File: src/rtl/sal_req_arb.sv
// sal_req_arb: round-robin command arbiter onto one DRAM controller port,
// with in-order write-data steering and read-data demux by id index.
module sal_req_arb #(
  parameter int NUM_REQ  = 4,
  parameter int ID_W     = 4,
  parameter int RA_W     = 14,
  parameter int CA_W     = 10,
  parameter int WQ_DEPTH = 4,
  localparam int IDX_W   = (NUM_REQ > 1) ? $clog2(NUM_REQ) : 1,
  localparam int REQ_P   = ID_W + RA_W + CA_W + 5,
  localparam int MREQ_P  = REQ_P + IDX_W,
  localparam int W_P     = 145,
  localparam int SR_P    = ID_W + 131,
  localparam int MR_P    = SR_P + IDX_W
) (
  input  logic                     clk,
  input  logic                     rst,
  input  logic [NUM_REQ-1:0]       s_req_valid,
  output logic [NUM_REQ-1:0]       s_req_ready,
  input  logic [NUM_REQ*REQ_P-1:0] s_req_payload,
  output logic                     m_req_valid,
  input  logic                     m_req_ready,
  output logic [MREQ_P-1:0]        m_req_payload,
  input  logic [NUM_REQ-1:0]       s_wvalid,
  output logic [NUM_REQ-1:0]       s_wready,
  input  logic [NUM_REQ*W_P-1:0]   s_wpayload,
  output logic                     m_wvalid,
  input  logic                     m_wready,
  output logic [W_P-1:0]           m_wpayload,
  input  logic                     m_rvalid,
  output logic                     m_rready,
  input  logic [MR_P-1:0]          m_rpayload,
  output logic [NUM_REQ-1:0]       s_rvalid,
  input  logic [NUM_REQ-1:0]       s_rready,
  output logic [SR_P-1:0]          s_rpayload
);

  localparam int PW = (WQ_DEPTH > 1) ? $clog2(WQ_DEPTH) : 1;

  logic [REQ_P-1:0]   req_a [NUM_REQ];
  logic [W_P-1:0]     w_a   [NUM_REQ];
  logic [NUM_REQ-1:0] elig;

  logic               slot_v_q, slot_v_d;
  logic [MREQ_P-1:0]  slot_q, slot_d;
  logic [IDX_W-1:0]   last_q, last_d;
  logic [IDX_W-1:0]   win;
  logic               win_v;
  logic               load_ok;
  logic               acc;

  logic [IDX_W-1:0]   wq_q [WQ_DEPTH];
  logic [PW-1:0]      wp_q, wp_d;
  logic [PW-1:0]      rp_q, rp_d;
  logic [PW:0]        cnt_q, cnt_d;
  logic               wq_full;
  logic               wq_empty;
  logic               push;
  logic               pop;
  logic [IDX_W-1:0]   head;

  logic [IDX_W-1:0]   rk;
  logic               rk_ok;

  assign wq_full  = (cnt_q == (PW+1)'(WQ_DEPTH));
  assign wq_empty = (cnt_q == '0);
  assign head     = wq_q[rp_q];

  // Writes are held off while the order queue is full so no beat loses its owner.
  for (genvar g = 0; g < NUM_REQ; g++) begin : g_unpack
    assign req_a[g] = s_req_payload[g*REQ_P +: REQ_P];
    assign w_a[g]   = s_wpayload[g*W_P +: W_P];
    assign elig[g]  = s_req_valid[g] & (~req_a[g][4] | ~wq_full);
  end

  always_comb begin
    int c;
    c     = 0;
    win_v = 1'b0;
    win   = '0;
    for (int k = 1; k <= NUM_REQ; k++) begin
      c = int'((32'(last_q) + 32'(k)) % 32'(NUM_REQ));
      if (!win_v && elig[c]) begin
        win_v = 1'b1;
        win   = IDX_W'(c);
      end
    end
  end

  assign load_ok = ~slot_v_q | m_req_ready;
  assign acc     = ~rst & load_ok & win_v;

  always_comb begin
    s_req_ready = '0;
    if (acc) s_req_ready[win] = 1'b1;
  end

  always_comb begin
    slot_v_d = slot_v_q;
    slot_d   = slot_q;
    last_d   = last_q;
    if (acc) begin
      slot_v_d = 1'b1;
      slot_d   = {win, req_a[win]};
      last_d   = win;
    end else if (m_req_ready) begin
      slot_v_d = 1'b0;
    end
  end

  assign m_req_valid   = slot_v_q;
  assign m_req_payload = slot_q;

  assign push = acc & req_a[win][4];
  assign pop  = m_wvalid & m_wready & m_wpayload[0];

  always_comb begin
    s_wready   = '0;
    m_wvalid   = 1'b0;
    m_wpayload = '0;
    if (!wq_empty) begin
      m_wvalid       = s_wvalid[head];
      m_wpayload     = w_a[head];
      s_wready[head] = m_wready;
    end
  end

  always_comb begin
    wp_d  = wp_q;
    rp_d  = rp_q;
    cnt_d = cnt_q + (PW+1)'(push) - (PW+1)'(pop);
    if (push) wp_d = (wp_q == PW'(WQ_DEPTH-1)) ? '0 : wp_q + 1'b1;
    if (pop)  rp_d = (rp_q == PW'(WQ_DEPTH-1)) ? '0 : rp_q + 1'b1;
  end

  always_ff @(posedge clk) begin
    if (push) wq_q[wp_q] <= win;
  end

  always_ff @(posedge clk) begin
    if (rst) begin
      slot_v_q <= 1'b0;
      slot_q   <= '0;
      last_q   <= IDX_W'(NUM_REQ-1);
      wp_q     <= '0;
      rp_q     <= '0;
      cnt_q    <= '0;
    end else begin
      slot_v_q <= slot_v_d;
      slot_q   <= slot_d;
      last_q   <= last_d;
      wp_q     <= wp_d;
      rp_q     <= rp_d;
      cnt_q    <= cnt_d;
    end
  end

  // Beats carrying an index with no requester are sunk so the controller never stalls.
  assign rk    = m_rpayload[MR_P-1 -: IDX_W];
  assign rk_ok = (32'(rk) < 32'(NUM_REQ));

  assign s_rvalid   = rk_ok ? (NUM_REQ'(m_rvalid) << rk) : '0;
  assign m_rready   = rk_ok ? s_rready[rk] : 1'b1;
  assign s_rpayload = m_rpayload[SR_P-1:0];

endmodule

File: config.mk
export PLATFORM = sky130hd
export DESIGN_NAME = sal_req_arb
export DESIGN_NICKNAME = d
export VERILOG_FILES = /design/src/rtl/sal_req_arb.sv
export SDC_FILE = /design/constraint.sdc
export NUM_CORES = 1
export LEC_CHECK = 0
export BUFFER_PORTS_ARGS = -buffer_cell sky130_fd_sc_hd__buf_2
export CAP_MARGIN = 20
export CORE_AREA = 2 2 465 467
export DETAILED_ROUTE_END_ITERATION = 8
export DIE_AREA = 0 0 467 469
export PLACE_DENSITY = 0.3
export SKIP_LAST_GASP = 1
export SLEW_MARGIN = 20
export SYNTH_ARGS = -nofsm -noshare
export SYNTH_HDL_FRONTEND = slang
export SYNTH_SLANG_ARGS = --single-unit
export TNS_END_PERCENT = 1
File: constraint.sdc
create_clock -name clk -period 3.6 [get_ports clk]
set_input_delay 0.72 -clock clk [delete_from_list [all_inputs] [get_ports clk]]
set_output_delay 0.72 -clock clk [all_outputs]
set_load 0.01 [all_outputs]
==> impl_results.md, run 1 <==
* Status: finished, final reports clean
* Antenna Violating Nets Remaining at 0
* Critical-path cell list: mux4_4 > buf_6 > buf_12 > mux4_2 > and2_1 > buf_2
* Routed wire per std cell at 31.0 um
* YS warnings at 0
* Post-synth EDFFs at 8
* Height of the chip at 469 um
* CORE AREA at 214000 um2
* Initial antenna violation count at 247
* Top-Level Pins at 1196
* CTS buffer count at 5
* Tmin final at 3.57 ns
* Hold path start: m_req_payload[4]
* Final cell count without fillers at 4584
* Vias/cell at 2.68
* Placed cells at 4491
* First-pass GRT wire length at 165 mm
* Clock network latency to the later pin of the worst-skew pair at 0.35 ns
* Period utilisation layout at 99.0%
* Setup TNS at 0 ns
* Count of cell types in the netlist at 41
* Top FF cell, synth: dfxtp_1
* CP required at 2.88 ns
* Final nets at 2538
* Post-synth top area share at 38.2%
* Max-slew headroom at 43.8%
* Worst Setup Start Kind: flip-flop
* Crit Path Class: flip-flop to primary output
* Worst-path clk slew at 0.11 ns
* Post-Syn Area at 8780 um2
* Buffers on Ports at 925
* Ys async rst share at 0%
* R2r worst-path depth at 14
* Congestion Overflow GR at 0
* Die W at 467 um
* Crit path capture: m_wpayload[141]
* Synthesized netlist cell count at 923
* Total power at 7.70 mW
* Clock Path Buffers at 2
* CTS tree: built
* PwrDens at 471 nW/um2
* Cell taking the most area after synthesis: mux4_2
* Top cells by area, synth: mux4_2 (38%), buf_4 (12%), dfxtp_1 (11%)
* Reg2Reg Setup Slack at 0.10 ns
* Starting Density at 4.11%
* Worst Path Arrival at 2.85 ns
* Peak supply drop at 0.311 mV
* Drt pass-1 iters at 7
* Worst hold path type: flip-flop to flip-flop
* Final-layout fill cell count at 25400
* Largest net degree at the start of global routing at 112
* P&R area growth vs syn at 86.4%
* Share of cells above drive strength 1 at 69.5%
* GRT Util Overall at 12.3%
* Root Buffer: clkbuf_16
* Worst slew pin tran at 0.843 ns
* Routed via count at 12300
* Endpoint class of the critical path: primary output
* Post-route DRC at 0
* Critical-path maximum fanout at 45
* Count leader, synth: mux4_2
* Final setup viols at 0
* Worst Path Buf+Inv at 3
* Initial drt markers at 725
* Maxcap violations at 0
* Average size of a mapped cell at 9.51 um2
* CTS sink cnt at 55
* Gp weighted congestion at 0.862
* Max Clock Freq at 280 MHz
* Drt total wl at 142 mm
* Sequential area share after synthesis at 13.5%
* Hold Slack at 0.450 ns
* Final Max Tran Viols at 0
* Yosys reg bits at 55
* CP max stage delay at 0.70 ns
* # rows at 170
* LEAKAGE at 6.84 nW
* Top Family by Delay on Critical Path: multiplexers
* RSZ-0062 raised after global routing: true
* H-tree depth at 2
* Vias in the first global route at 11700
* Setup Skew at 0.0147 ns
* Commonest cells in the netlist: mux4_2 (149), and2_1 (147), nand2_1 (141)
* Post-DP HPWL at 132 mm
* Syn Nets at 1797
* Slowest cell on crit path: mux4_4
* Stages on the worst setup path at 6
* Final hold violation count at 0
* Die area at 219000 um2
* Reg-to-Reg End: cnt_q[2]
[metal layers]
layer	vias to the layer above	track usage, %	wire [um]
met3	410	4.08	12700
met1	5743	12.6	48600
met2	1282	23.2	74400
li1	4815	-	-
met5	-	0	290
met4	44	4.32	6340
[worst min-delay path by stage]
stage                                   end  slack, ns  cells after the start
final                      m_req_payload[4]       0.45                      2
after global placement    m_req_payload[34]       0.44                      2
after detailed placement   m_req_payload[4]       0.44                      2
after floorplan                   flip-flop       0.45                      2
after CTS                  m_req_payload[4]       0.46                      2
after global routing      m_req_payload[34]       0.48                      2
[kinds of logic after synthesis]
family / synth area share, %
DFF: 13.5
muxes: 38.7
xor gates and xnor gates: 0.200
buffers and inverters: 16.1
adders and majority gates: 1.23
and+or+nand+nor: 25.6
AOI/OAI and AO/OA: 4.66
[state kept, by name, indices dropped and copies added, names as in the netlist, named ones only]
register       count
wq_q               8
last_q             2
rp_q               2
m_req_payload     35
cnt_q              3
wp_q               2
m_req_valid        1
[timing repair]
item,CTS,global route
gates resized for setup,6,3
endpoints found under the setup margin,90,28
buffers inserted,3,0
hold buffers,0,0
cloned,1,0
[power by group]
| part | internal, mW | switching, mW |
|---|---|---|
| Combinational | 2.53 | 3.59 |
| Clock | 0.327 | 0.361 |
| Sequential | 0.788 | 0.102 |
| Total | 3.64 | 4.06 |
[worst min-delay path, delay by kind of cell, from the launching register on]
family        cells  cell delay, ns
flops             1            0.33
simple gates      2            0.09
[cell type report]
type | instances | area, um2 | share of cell area, %
Antenna cell | 81 | 203 | 1.24
Clock buffer | 7 | 164 | 1.00
Clock inverter | 1 | 8.76 | 0.0535
Inverter | 14 | 52.6 | 0.321
Multi-Input combinational cell | 634 | 6200 | 37.9
Sequential cell | 55 | 1180 | 7.23
Tap cell | 2838 | 3550 | 21.7
Timing Repair Buffer | 954 | 5000 | 30.5
[placed cells by master, fill, tap and decap left out, types with 3 or more instances in the layout]
cell	n
buf_2	924
dfxtp_1	46
mux2_4	3
mux4_2	147
a21oi_1	5
nand2b_1	3
buf_4	18
edfxtp_1	8
nor2_1	16
inv_1	11
nand3_1	65
nor3b_1	35
and2_1	146
nor3_1	3
a211oi_1	3
inv_2	3
buf_12	7
clkbuf_16	6
ha_1	7
nand2_1	141
diode_2	81
a31o_2	32
[per-stage QoR]
step	cell area (um2)	setup WS [ns]	util, %
after floorplan	8780	0.0266	-
after global placement	15900	-0.198	7.44
after detailed placement	15900	-0.0195	7.44
after CTS	16200	-0.0367	7.56
after global routing	16300	-0.0970	7.63
final	16400	0.0343	7.65
Note: power is estimated with default switching activity, not from simulation.
==> inputs of run 2 (changes only) <==
Settings changed: SETUP_SLACK_MARGIN set to 0.2.
==> run 2 against run 1 <==
  * Register-to-register slack improved by 0.18 ns
  * Flip-flop and latch count unchanged
  * Hold slack worse by 0.0043 ns
  * Sequential power down 0.8%
  * Global-route usage fell by 0.059 points
  * Worst setup slack gained 0.12 ns
  * Wire length rose by 1.4%
==> impl_results.md, run 2 (synthesis results as in run 1) <==
* Final setup viols at 0
* Most common cell after layout, fill and taps aside: buf_2
* Clock Path Buffers at 2
* Gp weighted congestion at 0.987
* Vias in the first global route at 11800
* Final-layout fill cell count at 25300
* Tmin final at 3.45 ns
* CP max stage delay at 0.75 ns
* Congestion Overflow GR at 0
* Antenna Violating Nets Remaining at 0
* Area occupied by multi-input gates at 6250 um2
* Die W at 467 um
* Slowest cell on crit path: mux4_4
* Endpoint class of the critical path: primary output
* CP required at 2.88 ns
* Post-route DRC at 0
* Crit Path Class: flip-flop to primary output
* Height of the chip at 469 um
* CTS sink cnt at 55
* Worst slew pin tran at 0.679 ns
* Maxcap violations at 0
* Number of flip-flops in the largest register at 35
* Reg-to-Reg End: cnt_q[2]
* Hold path start: m_req_payload[4]
* Final Max Tran Viols at 0
* R2r worst-path depth at 14
* GRT Util Overall at 12.2%
* Final nets at 2551
* Drt pass-1 iters at 5
* Most frequent cells in the layout: buf_2 (918), mux4_2 (147), and2_1 (144)
* Setup TNS at 0 ns
* Setup Skew at 0.0186 ns
* Largest net degree at the start of global routing at 99
* Worst hold stages at 2
* Worst-path clk slew at 0.10 ns
* Post-DP HPWL at 131 mm
* H-tree depth at 2
* Final hold violation count at 0
* P&R area growth vs syn at 91.3%
* First-pass GRT wire length at 164 mm
* CTS tree: built
* Worst Path Arrival at 2.73 ns
* Starting Density at 4.11%
* Root Buffer: clkbuf_16
* Routed via count at 12600
* Period utilisation layout at 95.8%
* PwrDens at 470 nW/um2
* Hold Slack at 0.446 ns
* CTS buffer count at 5
* Share of cells above drive strength 1 at 70.4%
* Clock network latency to the later pin of the worst-skew pair at 0.35 ns
* Worst hold endpoint: m_req_payload[4]
* Critical-path cell list: mux4_4 > buf_16 > mux4_2 > and2_4 > buf_2
* Critical-path maximum fanout at 65
* Worst Setup Start Kind: flip-flop
* Initial antenna violation count at 252
* # rows at 170
* Hold buffers post-CTS at 0
* Die area at 219000 um2
* RSZ-0062 raised after global routing: true
* Buffers on Ports at 925
* Max-slew headroom at 54.7%
* Top-Level Pins at 1196
* Peak supply drop at 0.354 mV
* Max Clock Freq at 290 MHz
* Drt total wl at 144 mm
* Initial drt markers at 829
* Register area at 1180 um2
* Worst hold path type: flip-flop to flip-flop
* Status: finished, final reports clean
* Routed wire per std cell at 31.1 um
* Reg2Reg Setup Slack at 0.28 ns
* LEAKAGE at 6.97 nW
* Vias/cell at 2.72
* CORE AREA at 214000 um2
-- run 2: cell types whose count changed in the layout (fill, tap and decap cells not counted), sizes merged --
cell | before | now
clkinv | 0 | 2
diode | 81 | 122
buf | 953 | 960
clkbuf | 7 | 11
-- run 2: worst max-delay path by stage --
stage                     end  depth (start not counted)
2_1_floorplan        cnt_q[2]                         15
3_3_place_gp         cnt_q[2]                         15
3_5_place_dp         cnt_q[2]                         15
4_1_cts        m_wpayload[26]                          6
5_1_grt        m_wpayload[80]                          6
6_report       m_wpayload[80]                          5
-- run 2: final cells by class --
class                   count  area share, %
multi-input cells         634           37.2
repair buffers            967           31.5
well taps                2838           21.1
flip-flops and latches     55           7.06
diodes                    122           1.82
clock buffers               5          0.745
inverters                  14          0.313
clock inverters             3          0.171
-- run 2: layer usage --
layer	vias up	track usage [%]	part of all wire [%]
met5	-	0.455	0.46
met4	70	8.30	6.9
met3	445	4.54	9.8
met2	1272	20.7	49
met1	5944	12.6	34
li1	4876	-	-
-- run 2: repair_timing --
action / CTS / global route
pin swaps: 1 / 3
cloned: 4 / 7
buffers inserted: 3 / 3
endpoints found under the setup margin: 148 / 117
gates resized for setup: 15 / 16
-- run 2: critical path, delay by kind of cell, from the launching register on --
family,cells,cell delay [ns]
simple gates,1,0.21
mux,2,1.27
buf+inv,2,0.41
flops,1,0.36
-- run 2: power breakdown --
part | internal [mW] | switching (mW)
sequential | 0.789 | 0.0942
clock | 0.269 | 0.326
combinational | 2.70 | 3.71
-- run 2: stage by stage --
step	cell area, um2	power, mW	instances	setup WS (ns)	util [%]
floorplan	8800	4.12	923	0.144	-
global placement	15900	7.17	4491	-0.316	7.44
detailed placement	15900	7.15	4491	-0.168	7.44
CTS	16200	8.01	4506	0.0809	7.60
global route	16700	8.43	4610	0.0706	7.82
finish	16800	7.89	4638	0.152	7.86
==> inputs of run 3 (changes only) <==
Settings changed: ABC_AREA set to 1, CORE_AREA 2 2 465 467 to 2 2 469 471, DIE_AREA 0 0 467 469 to 0 0 471 473.
Clock period 3.6 ns to 2.8 ns, I/O delays scaled along.
==> run 3 against run 2 <==
  * The run now ends with negative setup slack left
  * Hold slack better by 0.010 ns
  * Clock skew shrank 0.0070 ns
  * Combinational power rose to 3.5 times the previous value
  * Critical endpoint is now m_wpayload[135]
  * Largest cell class is now non-clock buffers
==> impl_results.md, run 3 <==
* Gp weighted congestion at 0.885
* Congestion Overflow GR at 0
* Critical-path maximum fanout at 8
* Die area at 223000 um2
* Routed wire per std cell at 30.8 um
* Worst-path clk slew at 0.10 ns
* Setup Skew at 0.0116 ns
* Drt total wl at 155 mm
* Worst setup margin at -0.229 ns
* Most common cell after layout, fill and taps aside: buf_2
* LEAKAGE at 7.70 nW
* Util after Layout at 8.26%
* Root Buffer: clkbuf_16
* CTS sink cnt at 55
* Drt pass-1 iters at 5
* Starting Density at 3.59%
* CTS buffer count at 5
* Worst Setup Start Kind: flip-flop
* Final hold violation count at 0
* Post-Syn Area at 7830 um2
* P&R area growth vs syn at 130%
* Max Clock Freq at 330 MHz
* Average size of a mapped cell at 6.37 um2
* GRT Util Overall at 13.2%
* Share of cells above drive strength 1 at 59.9%
* CORE AREA at 218000 um2
* Yosys reg bits at 55
* Worst hold path type: flip-flop to flip-flop
* Vias/cell at 2.89
* Clock Path Buffers at 2
* Sequential area share after synthesis at 15.1%
* Buffers on Ports at 925
* Routed via count at 14500
* Count leader, synth: a22oi_1
* Failing checks: negative setup slack
* RSZ-0062 raised after global routing: true
* Final setup viols at 147
* Height of the chip at 473 um
* Antenna Violating Nets Remaining at 0
* Post-route DRC at 0
* Count of cell types in the netlist at 34
* Number of flip-flops in the largest register at 35
* Cell taking the most area after synthesis: a22oi_1
* CTS tree: built
* Hold path start: m_req_payload[5]
* Maxcap violations at 0
* First-pass GRT wire length at 183 mm
* Most frequent cells in the layout: buf_2 (887), a22oi_1 (257), nand2_1 (167)
* Worst slew pin tran at 0.579 ns
* H-tree depth at 2
* Initial drt markers at 1004
* Post-DP HPWL at 140 mm
* Peak supply drop at 0.645 mV
* Final nets at 2987
* Period utilisation layout at 108%
* Top FF cell, synth: dfxtp_1
* CP required at 2.24 ns
* Status: finished with violations
* Endpoint class of the critical path: primary output
* Post-synth EDFFs at 8
* # rows at 172
* Tmin final at 3.03 ns
* Die W at 471 um
* YS warnings at 0
* Worst Path Arrival at 2.47 ns
* Clock network latency to the later pin of the worst-skew pair at 0.35 ns
* PwrDens at 1370 nW/um2
* Vias in the first global route at 13700
* Top-Level Pins at 1196
* Crit Path Class: flip-flop to primary output
* Final Max Tran Viols at 0
* Hold Slack at 0.456 ns
* Max-slew headroom at 61.4%
* Post-synth top area share at 27.8%
* Top cells by area, synth: a22oi_1 (28%), buf_4 (13%), dfxtp_1 (12%)
* Commonest cells in the netlist: a22oi_1 (290), nand2_1 (184), a21oi_1 (160)
* Syn Nets at 2103
* Initial antenna violation count at 233
* Ys async rst share at 0%
* Synthesized netlist cell count at 1229
* R2R Path Start: last_q[0]
* Largest net degree at the start of global routing at 45
## run 3: cell count changes in the layout (fill, tap and decap cells not counted), moves of 28 or more
| cell | previous run | this run |
|---|---|---|
| nor2_1 | 16 | 76 |
| diode_2 | 122 | 38 |
| mux4_2 | 147 | 0 |
| inv_1 | 10 | 38 |
| a21oi_1 | 5 | 130 |
| a31o_2 | 32 | 0 |
| buf_4 | 26 | 148 |
| a22oi_1 | 1 | 257 |
| nor3b_1 | 35 | 0 |
| buf_12 | 5 | 43 |
| buf_2 | 918 | 887 |
| a22oi_2 | 0 | 33 |
| and2_1 | 144 | 0 |
## run 3: logic make-up after synthesis
logic type | Yosys count | share of synthesized area [%]
DFF | 55 | 15.1
xor gates and xnor gates | 2 | 0.320
buffers and inverters | 298 | 21.6
AOI/OAI and AO/OA | 493 | 41.5
adders and majority gates | 8 | 1.37
and+or+nand+nor | 373 | 20.1
## run 3: repair_timing
| action | 4_1_cts | 5_1_grt |
|---|---|---|
| setup endpoints to repair | 183 | 193 |
| pin swaps | 13 | 38 |
| resized for setup | 108 | 86 |
| hold buffers | 0 | 0 |
| setup buffers | 12 | 11 |
| gates cloned | 6 | 2 |
## run 3: final timing paths
kind / slack (ns) / depth (start not counted) / endpoint
max: -0.23 / 14 / m_wpayload[135]
min: 0.46 / 2 / m_req_payload[5]
max reg2reg: -0.06 / 16 / cnt_q[1]
min reg2reg: 0.46 / 2 / m_req_payload[5]
## run 3: worst max-delay path, cell delays in order (launching register included)
cell and delay (ns):
dfxtp_4 0.39, inv_4 0.05, nand2_2 0.05, nand3_2 0.09
nand2_4 0.10, buf_6 0.10, nor2_4 0.04, buf_12 0.14
buf_12 0.12, buf_16 0.14, buf_6 0.13, a22oi_2 0.35
buf_4 0.20, a21oi_2 0.04, buf_2 0.14
## run 3: final cells by class
class / instances / area (um2)
diodes: 38 / 95.1
fillers: 26000 / 200000
well taps: 2871 / 3590
clock buffers: 6 / 129
flip-flops and latches: 55 / 1190
clock inverters: 2 / 17.5
multi-input cells: 876 / 5580
repair buffers: 1122 / 7190
inverters: 53 / 239
## run 3: through the flow
stage	worst slack, ns	cell area (um2)	cells	power (mW)	setup TNS, ns
after global routing	-0.330	18000	5005	26.8	-41.20
after detailed placement	-0.187	16600	4946	22.2	-2.32
after CTS	-0.266	17500	4972	24.8	-29.13
after floorplan	0.0576	7970	1229	10.2	0
final	-0.229	18000	5023	24.8	-16.12
after global placement	-0.301	16600	4946	22.3	-2.18
## run 3: where the power goes
group          switching, mW  leakage [nW]  internal [mW]  total [mW]
logic                   13.8          7.17           8.76        22.6
registers              0.188         0.466           1.19        1.38
clock network          0.441        0.0717          0.343       0.784
total                   14.5          7.70           10.3        24.8
## run 3: per-layer routing
metal	track usage, %	vias to the layer above	share of wire (%)	wire, um
met5	0.541	-	0.37	568
met4	2.92	66	3.6	5600
met3	4.36	457	8.6	13300
met2	26.0	1299	54	83200
met1	13.0	6550	34	52000
li1	-	6148	-	-
